## config.mk

```make
export PLATFORM = sky130hd
export DESIGN_NAME = bram_switch_nch
export DESIGN_NICKNAME = d
export VERILOG_FILES = /design/src/rtl/bram_switch_pkg.sv /design/src/rtl/bram_switch_pipe.sv /design/src/rtl/bram_switch_nch.sv
export SDC_FILE = /design/constraint.sdc
export NUM_CORES = 1
export LEC_CHECK = 0
export CAP_MARGIN = 5
export CORE_AREA = 2 2 303 305
export CTS_CLUSTER_SIZE = 40
export DETAILED_ROUTE_END_ITERATION = 7
export DIE_AREA = 0 0 305 307
export DONT_BUFFER_PORTS = 1
export PLACE_DENSITY = 0.3
export SETUP_SLACK_MARGIN = 0.2
export SYNTH_ARGS = -nofsm -noshare
export SYNTH_HDL_FRONTEND = slang
export SYNTH_SLANG_ARGS = --single-unit
```

## constraint.sdc

```tcl
create_clock -name clk -period 1.97 [get_ports clk]
set_input_delay 0.394 -clock clk [delete_from_list [all_inputs] [get_ports clk]]
set_output_delay 0.394 -clock clk [all_outputs]
set_load 0.02 [all_outputs]
```

## src/rtl/bram_switch_pkg.sv

```systemverilog
// Shared types and constants for the N-channel BRAM port switch.
// Holds the FSM state type, select code width and the "no channel" code.
package bram_switch_pkg;

  localparam int SEL_W = 4;
  localparam logic [SEL_W-1:0] SEL_NONE = '0;

  typedef enum logic [1:0] {
    IDLE,
    ACTIVE,
    DRAIN
  } state_e;

  // Select codes above the channel count mean "no channel".
  function automatic logic [SEL_W-1:0] sel_norm(
    input logic [SEL_W-1:0] sel,
    input int               nch
  );
    return (int'(sel) > nch) ? SEL_NONE : sel;
  endfunction

endpackage

```

## src/rtl/bram_switch_pipe.sv

```systemverilog
// Optional single register stage; a plain wire when EN is 0.
// Ports: clk, rst (sync, active-high), d_i stage input, q_o stage output.
module bram_switch_pipe #(
  parameter int W  = 1,
  parameter int EN = 1
) (
  input  logic         clk,
  input  logic         rst,
  input  logic [W-1:0] d_i,
  output logic [W-1:0] q_o
);

  generate
    if (EN != 0) begin : g_reg
      logic [W-1:0] q_q;
      always_ff @(posedge clk) begin
        if (rst) q_q <= '0;
        else     q_q <= d_i;
      end
      assign q_o = q_q;
    end else begin : g_byp
      logic unused_ctl;
      assign unused_ctl = clk ^ rst;
      assign q_o = d_i;
    end
  endgenerate

endmodule

```

## src/rtl/bram_switch_nch.sv

```systemverilog
// Connects one of NCH slave BRAM ports to a single master BRAM port.
// On a reselect the master is gated for LAT+1 cycles so in-flight
// accesses from the old channel never reach the memory.
// Ports: s_* slave channels (slice k = channel k), m_* master port,
// bram_select (0/>NCH = none, k = channel k-1), active_ch, switching.
// Optional macro BRAM_SWITCH_WRCNT_EN adds wr_count (forwarded writes
// since the last connect, saturating).
module bram_switch_nch
  import bram_switch_pkg::*;
#(
  parameter int NCH                    = 4,
  parameter int BRAMDATA_WIDTH         = 64,
  parameter int BRAMADDR_WIDTH         = 18,
  parameter int ENABLE_INPUT_REGISTER  = 1,
  parameter int ENABLE_OUTPUT_REGISTER = 1
) (
  input  logic                          clk,
  input  logic                          rst,
  input  logic [NCH*BRAMADDR_WIDTH-1:0] s_addra,
  input  logic [NCH*BRAMDATA_WIDTH-1:0] s_dina,
  input  logic [NCH-1:0]                s_ena,
  input  logic [NCH*BRAMDATA_WIDTH/8-1:0] s_wea,
  output logic [NCH*BRAMDATA_WIDTH-1:0] s_douta,
  output logic [BRAMADDR_WIDTH-1:0]     m_addra,
  output logic [BRAMDATA_WIDTH-1:0]     m_dina,
  output logic                          m_ena,
  output logic [BRAMDATA_WIDTH/8-1:0]   m_wea,
  input  logic [BRAMDATA_WIDTH-1:0]     m_douta,
  input  logic [SEL_W-1:0]              bram_select,
  output logic [SEL_W-1:0]              active_ch,
  output logic                          switching
`ifdef BRAM_SWITCH_WRCNT_EN
  ,
  output logic [31:0]                   wr_count
`endif
);

  localparam int AW  = BRAMADDR_WIDTH;
  localparam int DW  = BRAMDATA_WIDTH;
  localparam int BW  = BRAMDATA_WIDTH / 8;
  localparam int PW  = AW + DW + 1 + BW;
  localparam int LAT = ENABLE_INPUT_REGISTER + ENABLE_OUTPUT_REGISTER;
  localparam logic [1:0] DRAIN_LD = 2'(LAT + 1);

  state_e           state_q, state_d;
  logic [SEL_W-1:0] act_q, act_d;
  logic [1:0]       cnt_q, cnt_d;
  logic [SEL_W-1:0] sel_n;
  logic [PW-1:0]    feed, mid, pout;
  logic             live;

  assign sel_n = sel_norm(bram_select, NCH);

  always_comb begin
    state_d = state_q;
    act_d   = act_q;
    cnt_d   = cnt_q;
    unique case (state_q)
      IDLE: begin
        if (sel_n != SEL_NONE) begin
          state_d = ACTIVE;
          act_d   = sel_n;
        end
      end
      ACTIVE: begin
        if (sel_n != act_q) begin
          state_d = DRAIN;
          cnt_d   = DRAIN_LD;
        end
      end
      DRAIN: begin
        cnt_d = cnt_q - 2'd1;
        // Only the select seen on the final drain cycle matters.
        if (cnt_q <= 2'd1) begin
          cnt_d = '0;
          if (sel_n != SEL_NONE) begin
            state_d = ACTIVE;
            act_d   = sel_n;
          end else begin
            state_d = IDLE;
            act_d   = SEL_NONE;
          end
        end
      end
      default: begin
        state_d = IDLE;
        act_d   = SEL_NONE;
        cnt_d   = '0;
      end
    endcase
  end

  always_ff @(posedge clk) begin
    if (rst) begin
      state_q <= IDLE;
      act_q   <= SEL_NONE;
      cnt_q   <= '0;
    end else begin
      state_q <= state_d;
      act_q   <= act_d;
      cnt_q   <= cnt_d;
    end
  end

  // Only the connected channel feeds the pipe; zeros otherwise.
  always_comb begin
    feed = '0;
    for (int k = 0; k < NCH; k++) begin
      if (state_q == ACTIVE && act_q == SEL_W'(k + 1)) begin
        feed = {s_addra[k*AW +: AW], s_dina[k*DW +: DW],
                s_ena[k], s_wea[k*BW +: BW]};
      end
    end
  end

  bram_switch_pipe #(
    .W  (PW),
    .EN (ENABLE_INPUT_REGISTER)
  ) u_in (
    .clk (clk),
    .rst (rst),
    .d_i (feed),
    .q_o (mid)
  );

  bram_switch_pipe #(
    .W  (PW),
    .EN (ENABLE_OUTPUT_REGISTER)
  ) u_out (
    .clk (clk),
    .rst (rst),
    .d_i (mid),
    .q_o (pout)
  );

  assign live    = (state_q == ACTIVE);
  assign m_addra = live ? pout[PW-1 -: AW] : '0;
  assign m_dina  = live ? pout[BW+1 +: DW] : '0;
  assign m_ena   = live & pout[BW];
  assign m_wea   = live ? pout[BW-1:0] : '0;

  always_comb begin
    s_douta = '0;
    for (int k = 0; k < NCH; k++) begin
      if (live && act_q == SEL_W'(k + 1)) begin
        s_douta[k*DW +: DW] = m_douta;
      end
    end
  end

  assign active_ch = act_q;
  assign switching = (state_q == DRAIN);

`ifdef BRAM_SWITCH_WRCNT_EN
  logic [31:0] wr_q, wr_d;

  always_comb begin
    wr_d = wr_q;
    if (state_d == ACTIVE && state_q != ACTIVE) begin
      wr_d = '0;
    end else if (m_ena && (|m_wea) && wr_q != '1) begin
      wr_d = wr_q + 32'd1;
    end
  end

  always_ff @(posedge clk) begin
    if (rst) wr_q <= '0;
    else     wr_q <= wr_d;
  end

  assign wr_count = wr_q;
`endif

endmodule

```

==> run summary <==
The run finished, with violations left. The final reports fail on design-rule violations, negative setup slack. The post-route fraction of the period consumed by the critical path came out at 132%. The clock tree from TritonCTS is built. The total global routing track utilization is 10.3%. Dividing the detail-routed wire length by the instance count gives 23.1 µm.

The synthesized net count came out at 1504. The share of synthesized area in the top cell type comes to 41.7%. The pre-antenna-repair detailed-routing pass consisted of 8 iterations.

In this design, the critical path's most frequently occurring cell is sky130_fd_sc_hd__buf_12. The maximum frequency from static timing analysis is 0.385 GHz. The pin count of the biggest net entering global routing came out at 76. The synthesized netlist devotes 35.8% of its cell area to simple gates. The worst-case headroom to the max-slew limit is 40.9%. The non-filler instance count after layout came out at 2436. The final clock skew is 20.3 ps. The post-route antenna net violation count came out at 0. The number of library cell types mapped by synthesis is 34. The required time at the endpoint of the critical path is 1580 ps.

Setup repair after global routing could not meet its margin everywhere. For this block, the initial DRC count from the detailed router was 992. After synthesis, the largest family of logic cells by area is simple AND/OR/NAND/NOR gates. The arrival time of data at the critical path endpoint came out at 2200 ps. The critical path is of the flop to output pin type. The adder and majority gate portion of the synthesized area is 0.686%. The tightest min-delay check is of the input pin to flop type. The Yosys step of the flow raised 0 warnings. The post-detailed-placement cell area is 0.0113 mm². Of the cells placed in the final design, the portion with a size suffix greater than 1 is 43.5%. The mux contribution to synthesized area came out at 0.123%. The net total in the final layout came out at 1676. The synthesized netlist devotes 16.7% of its cell area to compound gates. The number of global-route vias before repair is 8675.

Among cell families on the critical path, the largest total delay comes from simple AND/OR/NAND/NOR gates. The area growth from synthesis to layout came out at 70.8%. Summing the sequential cell areas from Yosys gives 41.7% of the chip area. For this configuration, the core starts out at a cell density of 10.1%. The wire-length estimate of the detail-placed layout is 30600 µm. The slowest stage of the critical path belongs to the cell sky130_fd_sc_hd__dfxtp_2. The time the worst path needs with I/O delays and setup is 2600 ps. The pre-CTS setup slack came out at -425 ps. Traced cell by cell, the critical path runs through inv_2 -> ha_4 -> nand2b_4 -> or2_4 -> nor3b_4 -> buf_12 -> buf_12 -> buf_16 -> and2_4.

The delay of the slowest cell on the worst path is 330 ps. The total DRC errors in the routed layout came out at 6. The max-slew violation count is 0. The slew at the pin closest to its max-slew limit came out at 883 ps. Clock tree synthesis inserted a total of 17 buffers. The CTS sink count came out at 190. The post-synthesis share of cell area spent on xor and xnor gates is 0%. The initial antenna violation count is 3. The tree is rooted in a sky130_fd_sc_hd__clkbuf_16.

The die span in x came out at 305 µm. The maximum net fanout on the critical path came out at 8. 786 I/O pins were placed. The die outline area is 0.0936 mm². The final estimated routing congestion in global placement came out at 0.866. The total negative slack for setup checks came out at -209500 ps. The placeable core region came out at 0.0907 mm². The latest clock arrival within the worst-skew pair came out at 490 ps. The number of register bits inferred by synthesis is 190. The global-route wire length before repair came out at 68000 µm.

The post-placement cell count is 2203. The slack of the critical path came out at -628 ps. Cells fill 17.2% of the core in the end. The element type at the critical path start is a flop. The vias per cell came out at 3.84.

The number of rows created at floorplan came out at 111. Hold timing on the final database bottoms out at a slack of 60.5 ps. The maximum root-to-sink buffer count came out at 2. The average cell area after synthesis came out at 8.56 µm². Power spread over the standard cell area amounts to 720 mW/mm².

The final number of setup-violating endpoints came out at 438. The sum of buffers and inverters on the critical path came out at 4. The via count of the routed design came out at 9345.

Among all flip-flop cells after synthesis, the most frequent one is sky130_fd_sc_hd__dfxtp_1. The clock-pin slew reported for the worst setup and hold paths after clock tree synthesis is 80 ps. The max capacitance violation total is 0. Counting instances in the post-synthesis netlist gives the leading cell types as sky130_fd_sc_hd__and2_1, sky130_fd_sc_hd__dfxtp_1, sky130_fd_sc_hd__a21oi_1. The height of the die came out at 307 µm. Of all flip-flops after synthesis, the portion carrying an async set or reset was 0%. The count of port buffers added during placement came out at 0. The maximum level of the CTS H-tree came out at 4. The static leakage is 5.79 nW.

The sum of routed wire length over all layers is 56200 µm. Of all cell types, the one taking the most synthesized area is sky130_fd_sc_hd__dfxtp_1. In the post-synthesis netlist, the biggest area contributors are sky130_fd_sc_hd__dfxtp_1, sky130_fd_sc_hd__and2_1, sky130_fd_sc_hd__a222oi_1. The most common cell in the synthesized netlist is sky130_fd_sc_hd__and2_1. The total power after layout is 11.2 mW.

The total overflow left after global routing is 0. The total count of hold-check failures in the final report came to 0. The highest ir drop seen on vdd came out at 0.656 mV. STA classifies the critical path endpoint as an output pin. The number of instances in the synthesized netlist came out at 1065. The cell area after synthesis came out at 0.00912 mm². The number of enable-type register cells in the synthesized netlist came out at 0.

The cell area after layout is 0.0156 mm².
-- layout by cell type, fill, tap and decap left out, types with 4 or more instances in the layout --
cell                            count
sky130_fd_sc_hd__buf_12            47
sky130_fd_sc_hd__buf_16            29
sky130_fd_sc_hd__a222oi_1          91
sky130_fd_sc_hd__dlygate4sd3_1     89
sky130_fd_sc_hd__buf_6             17
sky130_fd_sc_hd__nand2_1           91
sky130_fd_sc_hd__buf_8              6
sky130_fd_sc_hd__dfxtp_1          188
sky130_fd_sc_hd__ha_1               4
sky130_fd_sc_hd__bufinv_16          6
sky130_fd_sc_hd__o21ai_0            8
sky130_fd_sc_hd__bufbuf_16          5
sky130_fd_sc_hd__nor2b_1           93
sky130_fd_sc_hd__nor2_1             6
sky130_fd_sc_hd__buf_4             42
sky130_fd_sc_hd__a21oi_1           97
sky130_fd_sc_hd__and2_4           334
sky130_fd_sc_hd__and2_1            13
sky130_fd_sc_hd__clkbuf_16         35
sky130_fd_sc_hd__inv_1              4
-- cells by family (layout without fill, tap and decap cells) --
kind of cell / Yosys count / after routing
other: 0 / 2
AOI/OAI and AO/OA: 206 / 206
buffers and inverters: 105 / 288
muxes: 1 / 1
and+or+nand+nor: 558 / 558
adders and majority gates: 5 / 5
DFF: 190 / 190
-- path summary, 6_finish.rpt --
kind	start	end	slack [ps]	depth (start not counted)
max reg2reg	state_q[1]$_SDFFE_PP0P_	u_in.q_o[39]$_SDFF_PP0_	-480	13
min reg2reg	u_in.q_o[48]$_SDFF_PP0_	u_out.q_o[48]$_SDFF_PP0_	440	1
max	state_q[1]$_SDFFE_PP0P_	s_douta[78]	-630	9
min	s_dina[1]	u_in.q_o[10]$_SDFF_PP0_	60	2
-- worst register-to-register path, stage by stage (launching register included) --
cell and delay [ps]:
sky130_fd_sc_hd__dfxtp_2 330, sky130_fd_sc_hd__inv_2 70, sky130_fd_sc_hd__ha_4 160, sky130_fd_sc_hd__nand2b_4 50, sky130_fd_sc_hd__or2_4 250, sky130_fd_sc_hd__nor3b_4 210, sky130_fd_sc_hd__buf_4 150, sky130_fd_sc_hd__buf_12 120
sky130_fd_sc_hd__buf_8 100, sky130_fd_sc_hd__buf_12 130, sky130_fd_sc_hd__buf_8 170, sky130_fd_sc_hd__bufbuf_16 290, sky130_fd_sc_hd__a222oi_1 80, sky130_fd_sc_hd__a21oi_1 220
-- where the power goes --
group	leakage [nW]	switching (mW)	internal (mW)	total, mW
sequential	1.53	0.0451	3.94	3.98
clock	0.319	1.72	2.39	4.11
combinational	3.94	1.50	1.63	3.13
total	5.79	3.27	7.95	11.2
-- timing repair --
action / in CTS / in global routing
setup endpoints to repair: 446 / 447
pin swaps: 71 / 56
setup buffers: 42 / 14
gates cloned: 31 / 22
hold buffers: 92 / 0
gates resized for setup: 233 / 158
endpoints found under the hold margin: 128 / 0
-- sequential cells by signal, indices dropped and copies added (netlist names) --
signal and flops:
active_ch 4, cnt_q 2, state_q 2, u_in.q_o 91, u_out.q_o 91
-- routing by layer --
layer | vias up | wire (µm) | track usage, %
li1 | 3988 | - | -
met1 | 4633 | 25300 | 14.0
met2 | 649 | 24300 | 15.3
met3 | 75 | 5320 | 3.39
met4 | 0 | 1170 | 3.10
met5 | - | 0 | 0
-- layout make-up --
| cell class | instances | area, µm² |
|---|---|---|
| Antenna cell | 2 | 5.00 |
| Clock buffer | 18 | 429 |
| Clock inverter | 12 | 234 |
| Fill cell | 10100 | 75100 |
| Inverter | 5 | 18.8 |
| Multi-Input combinational cell | 770 | 5760 |
| Sequential cell | 190 | 3810 |
| Tap cell | 1186 | 1480 |
| Timing Repair Buffer | 253 | 3840 |
(Power assumes the default switching activity.)
